**config.mk**
```make
export PLATFORM = sky130hd
export DESIGN_NAME = cpu_sequencer_flat
export DESIGN_NICKNAME = d
export VERILOG_FILES = /design/src/rtl/cpu_sequencer_if.sv /design/src/rtl/cpu_sequencer.sv /design/src/flat_wrapper.sv
export SDC_FILE = /design/constraint.sdc
export NUM_CORES = 1
export LEC_CHECK = 0
export CORE_AREA = 2 2 56 58
export CTS_BUF_LIST = sky130_fd_sc_hd__clkbuf_4
export CTS_CLUSTER_DIAMETER = 60
export DETAILED_ROUTE_END_ITERATION = 8
export DIE_AREA = 0 0 58 60
export GPL_ROUTABILITY_DRIVEN = 0
export GPL_TIMING_DRIVEN = 0
export PLACE_DENSITY = 0.8
export REMOVE_ABC_BUFFERS = 1
export SLEW_MARGIN = 20
export SYNTH_ARGS = -nofsm -noshare
export SYNTH_HDL_FRONTEND = slang
export SYNTH_SLANG_ARGS = --single-unit
```
**constraint.sdc**
```tcl
create_clock -name clk -period 2.3 [get_ports clk]
set_input_delay 0.46 -clock clk [delete_from_list [all_inputs] [get_ports clk]]
set_output_delay 0.46 -clock clk [all_outputs]
set_load 0.02 [all_outputs]
```
**src/rtl/cpu_sequencer_if.sv**
```systemverilog
// Bus between the accumulator-machine sequencer and its surroundings:
// run/step/halt controls, the opcode and PC it watches, and the per-phase
// enables plus status it produces.
interface cpu_sequencer_if #(
    parameter int CNT_W = 16
);
    logic             run;
    logic             step;
    logic             resume;
    logic [4:0]       opcode;
    logic [7:0]       pc;
    logic [7:0]       bp_addr;
    logic             ir_load;
    logic             wb_en;
    logic             pc_inc;
    logic             busy;
    logic             halted;
    logic [2:0]       state;
    logic [CNT_W-1:0] retired;

    modport master (
        output run, step, resume, opcode, pc, bp_addr,
        input  ir_load, wb_en, pc_inc, busy, halted, state, retired
    );

    modport slave (
        input  run, step, resume, opcode, pc, bp_addr,
        output ir_load, wb_en, pc_inc, busy, halted, state, retired
    );
endinterface

```
**src/rtl/cpu_sequencer.sv**
```systemverilog
// Multi-cycle sequencer for the 8-bit accumulator computer.
// One free-running clock; the FSM walks FETCH -> DECODE -> EXEC(xEXEC_CYCLES)
// -> WB and issues the IR latch, register write-back and PC advance enables.
// Supports free run, single step (one instruction per step rising edge),
// halt on HALT_OPCODE with resume, and a wrapping retired-instruction count.
// Optional feature macro: SEQ_BREAKPOINT_EN adds a PC breakpoint that halts
// after FETCH and lets the breakpointed instruction run once after resume.
module cpu_sequencer #(
    parameter logic [4:0] HALT_OPCODE = 5'h1F,
    parameter int          EXEC_CYCLES = 1,
    parameter int          CNT_W       = 16
) (
    input  logic           clk,
    input  logic           rst_n,
    cpu_sequencer_if.slave bus
);

    typedef enum logic [2:0] {
        IDLE   = 3'd0,
        FETCH  = 3'd1,
        DECODE = 3'd2,
        EXEC   = 3'd3,
        WB     = 3'd4,
        HALTED = 3'd5
    } seqState_t;

    localparam logic [3:0] EXEC_LAST = 4'(EXEC_CYCLES - 1);

    seqState_t        stateQ;
    logic             stepQ;
    logic             singleStep;
    logic [3:0]       execCnt;
    logic [CNT_W-1:0] retiredCnt;
    logic             stepRise;
    logic             bpHit;

    assign stepRise = bus.step & ~stepQ;

`ifdef SEQ_BREAKPOINT_EN
    logic bpSkip;

    assign bpHit = (bus.pc == bus.bp_addr) && !bpSkip;

    // Let the instruction we just resumed onto pass its breakpoint once
    always_ff @(posedge clk) begin
        if (!rst_n) begin
            bpSkip <= 1'b0;
        end else if (stateQ == HALTED && bus.resume) begin
            bpSkip <= 1'b1;
        end else if (stateQ == WB) begin
            bpSkip <= 1'b0;
        end
    end
`else
    logic unusedBp;

    assign bpHit    = 1'b0;
    assign unusedBp = ^{bus.pc, bus.bp_addr};
`endif

    // Step edge detector history, tracked in every state so rises outside IDLE are lost
    always_ff @(posedge clk) begin
        if (!rst_n) begin
            stepQ <= 1'b0;
        end else begin
            stepQ <= bus.step;
        end
    end

    // Instruction phase FSM with EXEC settle counter and retire count
    always_ff @(posedge clk) begin
        if (!rst_n) begin
            stateQ     <= IDLE;
            singleStep <= 1'b0;
            execCnt    <= 4'd0;
            retiredCnt <= '0;
        end else begin
            case (stateQ)
                IDLE: begin
                    if (bus.run) begin
                        stateQ     <= FETCH;
                        singleStep <= 1'b0;
                    end else if (stepRise) begin
                        stateQ     <= FETCH;
                        singleStep <= 1'b1;
                    end
                end
                FETCH: begin
                    stateQ <= bpHit ? HALTED : DECODE;
                end
                DECODE: begin
                    if (bus.opcode == HALT_OPCODE) begin
                        stateQ <= HALTED;
                    end else begin
                        stateQ  <= EXEC;
                        execCnt <= 4'd0;
                    end
                end
                EXEC: begin
                    if (execCnt == EXEC_LAST) begin
                        stateQ <= WB;
                    end else begin
                        execCnt <= execCnt + 4'd1;
                    end
                end
                WB: begin
                    retiredCnt <= retiredCnt + 1'b1;
                    stateQ     <= (bus.run && !singleStep) ? FETCH : IDLE;
                end
                HALTED: begin
                    if (bus.resume) begin
                        stateQ <= IDLE;
                    end
                end
                default: begin
                    stateQ <= IDLE;
                end
            endcase
        end
    end

    // Moore outputs: every enable is a pure function of the state register
    assign bus.ir_load = (stateQ == FETCH);
    assign bus.wb_en   = (stateQ == WB);
    assign bus.pc_inc  = (stateQ == WB);
    assign bus.busy    = (stateQ == FETCH) || (stateQ == DECODE) ||
                         (stateQ == EXEC)  || (stateQ == WB);
    assign bus.halted  = (stateQ == HALTED);
    assign bus.state   = stateQ;
    assign bus.retired = retiredCnt;

endmodule

```
**src/flat_wrapper.sv**
```systemverilog
// flat-port wrapper written by rule: the top's interface ports become plain ports
module cpu_sequencer_flat 
#(
    parameter logic [4:0] HALT_OPCODE = 5'h1F,
    parameter int          EXEC_CYCLES = 1,
    parameter int          CNT_W       = 16
)
  (clk, rst_n, bus_run, bus_step, bus_resume, bus_opcode, bus_pc, bus_bp_addr, bus_ir_load, bus_wb_en, bus_pc_inc, bus_busy, bus_halted, bus_state, bus_retired);
  cpu_sequencer_if #(.CNT_W(CNT_W)) bus_i ();
  input  logic clk;
  input  logic rst_n;
  input wire logic [$bits(bus_i.run)-1:0] bus_run;
  input wire logic [$bits(bus_i.step)-1:0] bus_step;
  input wire logic [$bits(bus_i.resume)-1:0] bus_resume;
  input wire logic [$bits(bus_i.opcode)-1:0] bus_opcode;
  input wire logic [$bits(bus_i.pc)-1:0] bus_pc;
  input wire logic [$bits(bus_i.bp_addr)-1:0] bus_bp_addr;
  output wire logic [$bits(bus_i.ir_load)-1:0] bus_ir_load;
  output wire logic [$bits(bus_i.wb_en)-1:0] bus_wb_en;
  output wire logic [$bits(bus_i.pc_inc)-1:0] bus_pc_inc;
  output wire logic [$bits(bus_i.busy)-1:0] bus_busy;
  output wire logic [$bits(bus_i.halted)-1:0] bus_halted;
  output wire logic [$bits(bus_i.state)-1:0] bus_state;
  output wire logic [$bits(bus_i.retired)-1:0] bus_retired;
  assign bus_i.run = bus_run;
  assign bus_i.step = bus_step;
  assign bus_i.resume = bus_resume;
  assign bus_i.opcode = bus_opcode;
  assign bus_i.pc = bus_pc;
  assign bus_i.bp_addr = bus_bp_addr;
  assign bus_ir_load = bus_i.ir_load;
  assign bus_wb_en = bus_i.wb_en;
  assign bus_pc_inc = bus_i.pc_inc;
  assign bus_busy = bus_i.busy;
  assign bus_halted = bus_i.halted;
  assign bus_state = bus_i.state;
  assign bus_retired = bus_i.retired;
  cpu_sequencer #(.HALT_OPCODE(HALT_OPCODE), .EXEC_CYCLES(EXEC_CYCLES), .CNT_W(CNT_W)) u_core (.clk(clk), .rst_n(rst_n), .bus(bus_i));
endmodule
```
==> results_dict.tcl, run 1 <==
set metrics [dict create \
    wl_um 2710 \
    wl_met1_um 1180 \
    rsz0062_at_grt "no" \
    tightest_slew_ns 0.813 \
    timing.final.crit_share_pct 96.6 \
    vdd_ir_drop_max_uv 438 \
    start_util_pct 42.1 \
    powerDensity_nw_per_um2 482 \
    cp_num_buf_inv 2 \
    first_global_vias 1035 \
    io_pins 50 \
    fin_util_pct 55.2 \
    drive_gt1_share_pct 8.57 \
    cp-start-kind "flip-flop" \
    fin_skew_ns 0.0152 \
    fin_crit_ns 2.22 \
    hold_path.class "reg -> reg" \
    vias_per_cell 5.52 \
    syn_avg_cell_area_um2 8.54 \
    synth_ff_type "dfxtp_1" \
    slew_headroom_pct 45.5 \
    seq_area_um2 504 \
    multiInputGateArea_um2 676 \
    tns_ns 0 \
    nFillCells 279 \
    grt_overflow 0 \
    via_count 1149 \
    grt_pass1_wl_um 4300 \
    cts_setup_buffers 0 \
    fp.coreArea_um2 2900 \
    worstPathCellList "or3b_4, clkinv_1, dlygate4sd2_1" \
    slew_viol_final 0 \
    layout_commonest_cell "clkdlybuf4s50_1" \
    synth_cells 143 \
    rr_startpoint "u_core.bus.state[2]$_SDFFE_PN0P_" \
    drt_pass1_iterations 4 \
    holdWs_ns 0.500 \
    endpoint_kind "primary output" \
    critPathTopFamily "buffers and inverters" \
    yosysUniqueCellTypes 38 \
    cp.required_ns 1.84 \
    maxCapViolations 0 \
    area_growth_pct 31.1 \
    cts.sinks 25 \
    worst-path-max-fanout 9 \
    drcViolationCount 0 \
    cts_buffers 3 \
    slowest_stage "or3b_4" \
    seq_area_frac_synth_pct 41.0 \
    layout_common_cells "clkdlybuf4s50_1 (31), dfxtp_1 (22), nor2_1 (17)" \
    met2_length_um 1350 \
    antenna_found_initial 0 \
    root_buffer "clkbuf_4" \
    wl_per_cell_um 13.0 \
    wl_met3_um 150 \
    grt_max_degree 19 \
    finalHoldViolations 0 \
    synth_edf_count 0 \
    rows 20 \
    gr-usage-all-layers_pct 16.2 \
    cts-htree-levels 1 \
    leakage_nw 0.550 \
    status "finished clean" \
    path_clk_slew_ns 0.14 \
    yosysWarnings 0 \
    die_h_um 60 \
    async_flop_share_pct 0 \
    cp_data_arrival_time_ns 1.76 \
    pre_cts_ws_ns -0.00117 \
    port_buffers 33 \
    cts_tree "done" \
    ys_ff_latch 25 \
    layout.nets 205 \
    die_x_um 58 \
    die-area_um2 3480 \
    synth_area_um2 1220 \
    setup_violations 0 \
    crit_path_max_incr_delay_ns 0.46 \
    hold_start "u_core.bus.retired[14]$_SDFFE_PN0N_" \
    num_antenna_cells 0 \
    clk_latency_ns 0.33 \
    dp_hpwl_um 1980 \
    drtIter0Drc 29 \
    drtAntennaViolNets 0 \
    fmax_mhz 450 \
    criticalPathCategory "reg -> out" \
    critPathLaunch "u_core.bus.state[2]$_SDFFE_PN0P_" \
    top_layer_used "met4" \
    fin_ws_ns 0.0784 \
    clock_path_buffers 2 \
]
## cell type report
| type | instances | share of cell area [%] |
|---|---|---|
| Timing Repair Buffer | 33 | 20.5 |
| Clock buffer | 3 | 1.41 |
| Clock inverter | 1 | 0.469 |
| Multi-Input combinational cell | 107 | 42.2 |
| Inverter | 6 | 1.41 |
| Tap cell | 33 | 2.58 |
| Sequential cell | 25 | 31.5 |
## report_power, final
group          total (mW)  internal (mW)  switching, mW  leakage [nW]
sequential          0.458          0.442         0.0155         0.203
combinational       0.103         0.0523         0.0505         0.333
clock               0.212         0.0665          0.145        0.0139
## final timing paths
check | to | depth (start not counted) | slack (ns)
worst max-delay path | bus_pc_inc | 3 | 0.08
worst min-delay path | u_core.bus.retired[14]$_SDFFE_PN0N_ | 2 | 0.50
worst max register to register | u_core.bus.retired[15]$_SDFFE_PN0N_ | 4 | 0.26
worst min register to register | u_core.bus.retired[14]$_SDFFE_PN0N_ | 2 | 0.50
## logic make-up after synthesis
family	synth area share (%)
DFF	41.0
adders and majority gates	3.07
muxes	2.46
xor gates and xnor gates	7.17
buffers and inverters	4.30
and+or+nand+nor	29.5
AOI/OAI and AO/OA	12.5
## cell usage after synthesis, drive strengths merged (3+ instances only)
cell type,n,area share (%)
nor3,5,2.0
nand3,7,2.9
inv,4,1.2
nand4,7,3.6
xnor2,6,4.3
nand2b,3,1.5
xor2,4,2.9
or3,3,1.5
buf,3,1.8
o21ai,4,1.6
nand2,9,2.8
mux2i,3,2.5
ha,3,3.1
a211oi,4,2.5
a21oi,8,3.3
nor2,17,5.2
dfxtp,25,41
o21a,3,1.8
## worst register-to-register path, stage by stage, from the launching register on
cell	delay, ns
dfxtp_2	0.45
or3b_4	0.46
or4_4	0.58
or3_1	0.36
a21oi_1	0.14
## what timing repair did
item,in CTS,in global routing
endpoints found under the setup margin,3,1
gates resized for setup,5,2
hold buffers,0,0
## through the flow
| stage | power [mW] | instance area [um2] | cells |
|---|---|---|---|
| 2_1_floorplan | 0.515 | 1190 | 138 |
| 3_3_place_gp | 0.564 | 1560 | 204 |
| 3_5_place_dp | 0.567 | 1560 | 204 |
| 4_1_cts | 0.771 | 1600 | 208 |
| 5_1_grt | 0.803 | 1600 | 208 |
| 6_report | 0.772 | 1600 | 208 |
## flip-flops by register name, summed over array words and instances, names as in the netlist
| signal | flops |
|---|---|
| u_core.stepQ | 1 |
| u_core.bus.retired | 16 |
| u_core.execCnt | 4 |
| u_core.singleStep | 1 |
| u_core.bus.state | 3 |
## layer usage
| layer | vias up | global-route usage, % |
|---|---|---|
| li1 | 571 | - |
| met1 | 540 | 16.9 |
| met2 | 34 | 31.0 |
| met3 | 4 | 4.11 |
| met4 | 0 | 6.31 |
| met5 | - | 0 |
Note: power is estimated with default switching activity, not from simulation.
==> run 2, diff against run 1 <==
--- a/config.mk
+++ b/config.mk
@@ -5,14 +5,13 @@
 export SDC_FILE = /design/constraint.sdc
 export NUM_CORES = 1
 export LEC_CHECK = 0
-export CORE_AREA = 2 2 56 58
+export CORE_AREA = 2 2 59 61
 export CTS_BUF_LIST = sky130_fd_sc_hd__clkbuf_4
 export CTS_CLUSTER_DIAMETER = 60
 export DETAILED_ROUTE_END_ITERATION = 8
-export DIE_AREA = 0 0 58 60
-export GPL_ROUTABILITY_DRIVEN = 0
+export DIE_AREA = 0 0 61 63
 export GPL_TIMING_DRIVEN = 0
-export PLACE_DENSITY = 0.8
+export PLACE_DENSITY = 0.73
 export REMOVE_ABC_BUFFERS = 1
 export SLEW_MARGIN = 20
 export SYNTH_ARGS = -nofsm -noshare
==> results_dict.tcl, run 2 (synthesis results as in run 1) <==
set metrics [dict create \
    dp_hpwl_um 2010 \
    largest_register_ff_count 16 \
    vdd_ir_drop_max_uv 287 \
    fin_skew_ns 0.00592 \
    cts_tree "done" \
    layout.nets 205 \
    gr-usage-all-layers_pct 13.9 \
    grt_util_met3_pct 2.48 \
    grt_pass1_wl_um 4180 \
    die_x_um 61 \
    slew_viol_final 0 \
    fin_ws_ns 0.111 \
    cp_data_arrival_time_ns 1.73 \
    hold_buffers 0 \
    area_growth_pct 32.5 \
    gp_congestion 0.825 \
    fin_util_pct 50.1 \
    setup_violations 0 \
    status "finished clean" \
    slew_headroom_pct 48.3 \
    first_global_vias 994 \
    cts.sinks 25 \
    cts-htree-levels 1 \
    drt_pass1_iterations 4 \
    drtAntennaViolNets 0 \
    top_usage_layer "met2" \
    die-area_um2 3840 \
    leakage_nw 0.555 \
    rsz0062_at_grt "yes" \
    criticalPathCategory "reg -> out" \
    antenna_found_initial 0 \
    wl_per_cell_um 11.6 \
    clock_path_buffers 2 \
    fmax_mhz 457 \
    tightest_slew_ns 0.770 \
    worst-path-max-fanout 9 \
    start_util_pct 37.8 \
    endpoint_kind "primary output" \
    num_antenna_cells 0 \
    port_buffers 33 \
    p_total_uw 755 \
    nFillCells 313 \
    io_pins 50 \
    finalHoldViolations 0 \
    powerDensity_nw_per_um2 466 \
    grt_max_degree 19 \
    cp-start-kind "flip-flop" \
    root_buffer "clkbuf_4" \
    drtIter0Drc 41 \
    wl_um 2570 \
    use_met1_pct 17.0 \
    pre_cts_ws_ns 0.0122 \
    timing.final.crit_share_pct 95.2 \
    rows 21 \
    clk_latency_ns 0.30 \
    vias_per_cell 4.97 \
    via_count 1099 \
    cp.required_ns 1.84 \
    layout_common_cells "clkdlybuf4s50_1 (31), dfxtp_1 (22), nor2_1 (17)" \
    cts_buffers 3 \
    grt_overflow 0 \
    path_clk_slew_ns 0.13 \
    holdWs_ns 0.501 \
    layout_commonest_cell "clkdlybuf4s50_1" \
    fp.coreArea_um2 3230 \
    fin_crit_ns 2.19 \
    dpl_cell_area_um2 1580 \
    drcViolationCount 0 \
    use_met2_pct 23.9 \
    maxCapViolations 0 \
    hold_path.class "reg -> reg" \
    final_area_um2 1620 \
    drive_gt1_share_pct 8.57 \
    die_h_um 63 \
]
run 2: final timing paths:
| path | startpoint | slack, ns | endpoint | cells after the start |
|---|---|---|---|---|
| min reg2reg | u_core.bus.retired[14]$_SDFFE_PN0N_ | 0.50 | u_core.bus.retired[14]$_SDFFE_PN0N_ | 2 |
| max reg2reg | u_core.bus.state[2]$_SDFFE_PN0P_ | 0.24 | u_core.bus.retired[15]$_SDFFE_PN0N_ | 4 |
| min | u_core.bus.retired[14]$_SDFFE_PN0N_ | 0.50 | u_core.bus.retired[14]$_SDFFE_PN0N_ | 2 |
| max | u_core.bus.state[2]$_SDFFE_PN0P_ | 0.11 | bus_pc_inc | 3 |
run 2: timing repair:
item,in CTS,in global routing
endpoints found under the hold margin,0,0
endpoints found under the setup margin,3,2
gates cloned,0,0
gates resized for setup,5,2
setup buffers,0,0
run 2: layer usage:
| metal | vias to the layer above | share of wire (%) |
|---|---|---|
| li1 | 573 | - |
| met1 | 495 | 47 |
| met2 | 29 | 49 |
| met3 | 2 | 4.1 |
| met4 | 0 | 0.47 |
| met5 | - | 0 |
run 2: worst max-delay path, cell delays in order, from the launching register on:
cell and delay (ns):
dfxtp_2 0.44, or3b_4 0.46, clkinv_1 0.17, dlygate4sd2_1 0.36
run 2: area by class of cell:
cell class	count	area, um2	share of cell area, %
clock buffers	4	30.0	1.86
repair buffers	33	328	20.3
well taps	46	57.6	3.56
multi-input cells	107	676	41.8
flip-flops and latches	25	504	31.2
inverters	6	22.5	1.39
run 2: power breakdown:
group	leakage [nW]	internal [mW]	switching, mW	total [mW]
Clock	0.0184	0.0793	0.116	0.195
Sequential	0.203	0.442	0.0157	0.457
Combinational	0.333	0.0523	0.0497	0.102
Total	0.555	0.573	0.181	0.755
run 2: stage by stage:
step           TNS (ns)  std cells
2_1_floorplan         0        138
3_3_place_gp          0        217
3_5_place_dp          0        217
4_1_cts               0        221
5_1_grt        -0.00117        221
6_report              0        221
==> run 3, diff against run 2 <==
--- a/config.mk
+++ b/config.mk
@@ -11,7 +11,7 @@
 export DETAILED_ROUTE_END_ITERATION = 8
 export DIE_AREA = 0 0 61 63
 export GPL_TIMING_DRIVEN = 0
-export PLACE_DENSITY = 0.73
+export PLACE_DENSITY_LB_ADDON = 0.08
 export REMOVE_ABC_BUFFERS = 1
 export SLEW_MARGIN = 20
 export SYNTH_ARGS = -nofsm -noshare
==> results_dict.tcl, run 3 (synthesis results as in run 1) <==
set metrics [dict create \
    port_buffers 33 \
    cts.sinks 25 \
    die-area_um2 3840 \
    die_h_um 63 \
    holdWs_ns 0.492 \
    hold_path_depth 1 \
    cp.required_ns 1.84 \
    drtAntennaViolNets 0 \
    wl_per_cell_um 11.1 \
    pre_cts_ws_ns -0.0797 \
    rows 21 \
    cp_num_buf_inv 2 \
    path_depth 3 \
    criticalPathCategory "reg -> out" \
    rsz0062_at_grt "no" \
    grt_max_degree 19 \
    layout_common_cells "clkdlybuf4s50_1 (31), dfxtp_1 (22), nor2_1 (17)" \
    leakage_nw 0.556 \
    layout.nets 205 \
    gp_congestion 0.720 \
    vdd_ir_drop_max_uv 190 \
    wl_um 2450 \
    worst-path-max-fanout 9 \
    finalHoldViolations 0 \
    layout_commonest_cell "clkdlybuf4s50_1" \
    fin_skew_ns 0.00662 \
    fmax_mhz 457 \
    largest_register_ff_count 16 \
    critPathTopFamily "buffers and inverters" \
    cp_data_arrival_time_ns 1.73 \
    crit_path_max_incr_delay_ns 0.45 \
    first_global_vias 1041 \
    antenna_found_initial 0 \
    grt_overflow 0 \
    status "finished clean" \
    slew_viol_final 0 \
    drtIter0Drc 21 \
    clock_path_buffers 2 \
    worstRegToRegCells 4 \
    endpoint_kind "primary output" \
    path_clk_slew_ns 0.13 \
    root_buffer "clkbuf_4" \
    via_count 1101 \
    maxCapViolations 0 \
    cts-htree-levels 1 \
    gr-usage-all-layers_pct 14.8 \
    cts_buffers 3 \
    dp_hpwl_um 1790 \
    fp.coreArea_um2 3230 \
    p_total_uw 771 \
    num_antenna_cells 0 \
    hold_buffers 0 \
    dpl_cell_area_um2 1580 \
    vias_per_cell 4.98 \
    drcViolationCount 0 \
    cp-start-kind "flip-flop" \
    hold_path.class "reg -> reg" \
    setup_violations 0 \
    tightest_slew_ns 0.771 \
    grt_pass1_wl_um 4520 \
    slowest_stage "or3b_4" \
    io_pins 50 \
    fin_ws_ns 0.114 \
    slew_headroom_pct 48.2 \
    drt_pass1_iterations 4 \
    clk_latency_ns 0.31 \
    cts_tree "done" \
    worstPathCellList "or3b_4, clkinv_1, dlygate4sd2_1" \
    die_x_um 61 \
    powerDensity_nw_per_um2 475 \
    area_growth_pct 32.9 \
    fin_crit_ns 2.19 \
    final_area_um2 1620 \
    start_util_pct 37.8 \
    timing.final.crit_share_pct 95.1 \
    drive_gt1_share_pct 9.14 \
]
## run 3: cell count changes in the layout (fill, tap and decap cells not counted)
cell / previous run / this run
nor3_2: 0 / 1
nor3_1: 5 / 4
## run 3: final timing paths
path | slack [ns] | to | start
worst max-delay path | 0.11 | bus_pc_inc | u_core.bus.state[2]$_SDFFE_PN0P_
worst min register to register | 0.49 | u_core.execCnt[3]$_SDFFE_PN0P_ | u_core.execCnt[3]$_SDFFE_PN0P_
worst min-delay path | 0.49 | u_core.execCnt[3]$_SDFFE_PN0P_ | u_core.execCnt[3]$_SDFFE_PN0P_
worst max register to register | 0.25 | u_core.bus.retired[15]$_SDFFE_PN0N_ | u_core.bus.state[2]$_SDFFE_PN0P_
## run 3: per-stage QoR
step	setup TNS [ns]	util, %	std cells
2_1_floorplan	0	-	138
3_3_place_gp	-0.0426	48.9	217
3_5_place_dp	-0.0797	48.9	217
4_1_cts	0	49.8	221
5_1_grt	0	50.2	221
6_report	0	50.2	221
## run 3: timing repair
action | 4_1_cts | 5_1_grt
setup endpoints to repair | 3 | 4
resized for setup | 4 | 4
setup buffers | 0 | 0
## run 3: power by group
group / internal [mW] / switching (mW) / total [mW]
sequential: 0.442 / 0.0153 / 0.457
combinational: 0.0531 / 0.0501 / 0.103
clock: 0.0795 / 0.131 / 0.210
## run 3: metal layers
metal	vias up	part of all wire (%)	track usage [%]
li1	570	-	-
met2	27	46	22.4
met1	502	50	21.2
met4	0	0.74	4.08
met3	2	3.7	2.48
met5	-	0	0
## run 3: cell type report
cell class / count / area [um2]
fillers: 317 / 1610
multi-input cells: 107 / 681
flip-flops and latches: 25 / 504
repair buffers: 33 / 328
well taps: 46 / 57.6
clock buffers: 4 / 30.0
inverters: 6 / 22.5
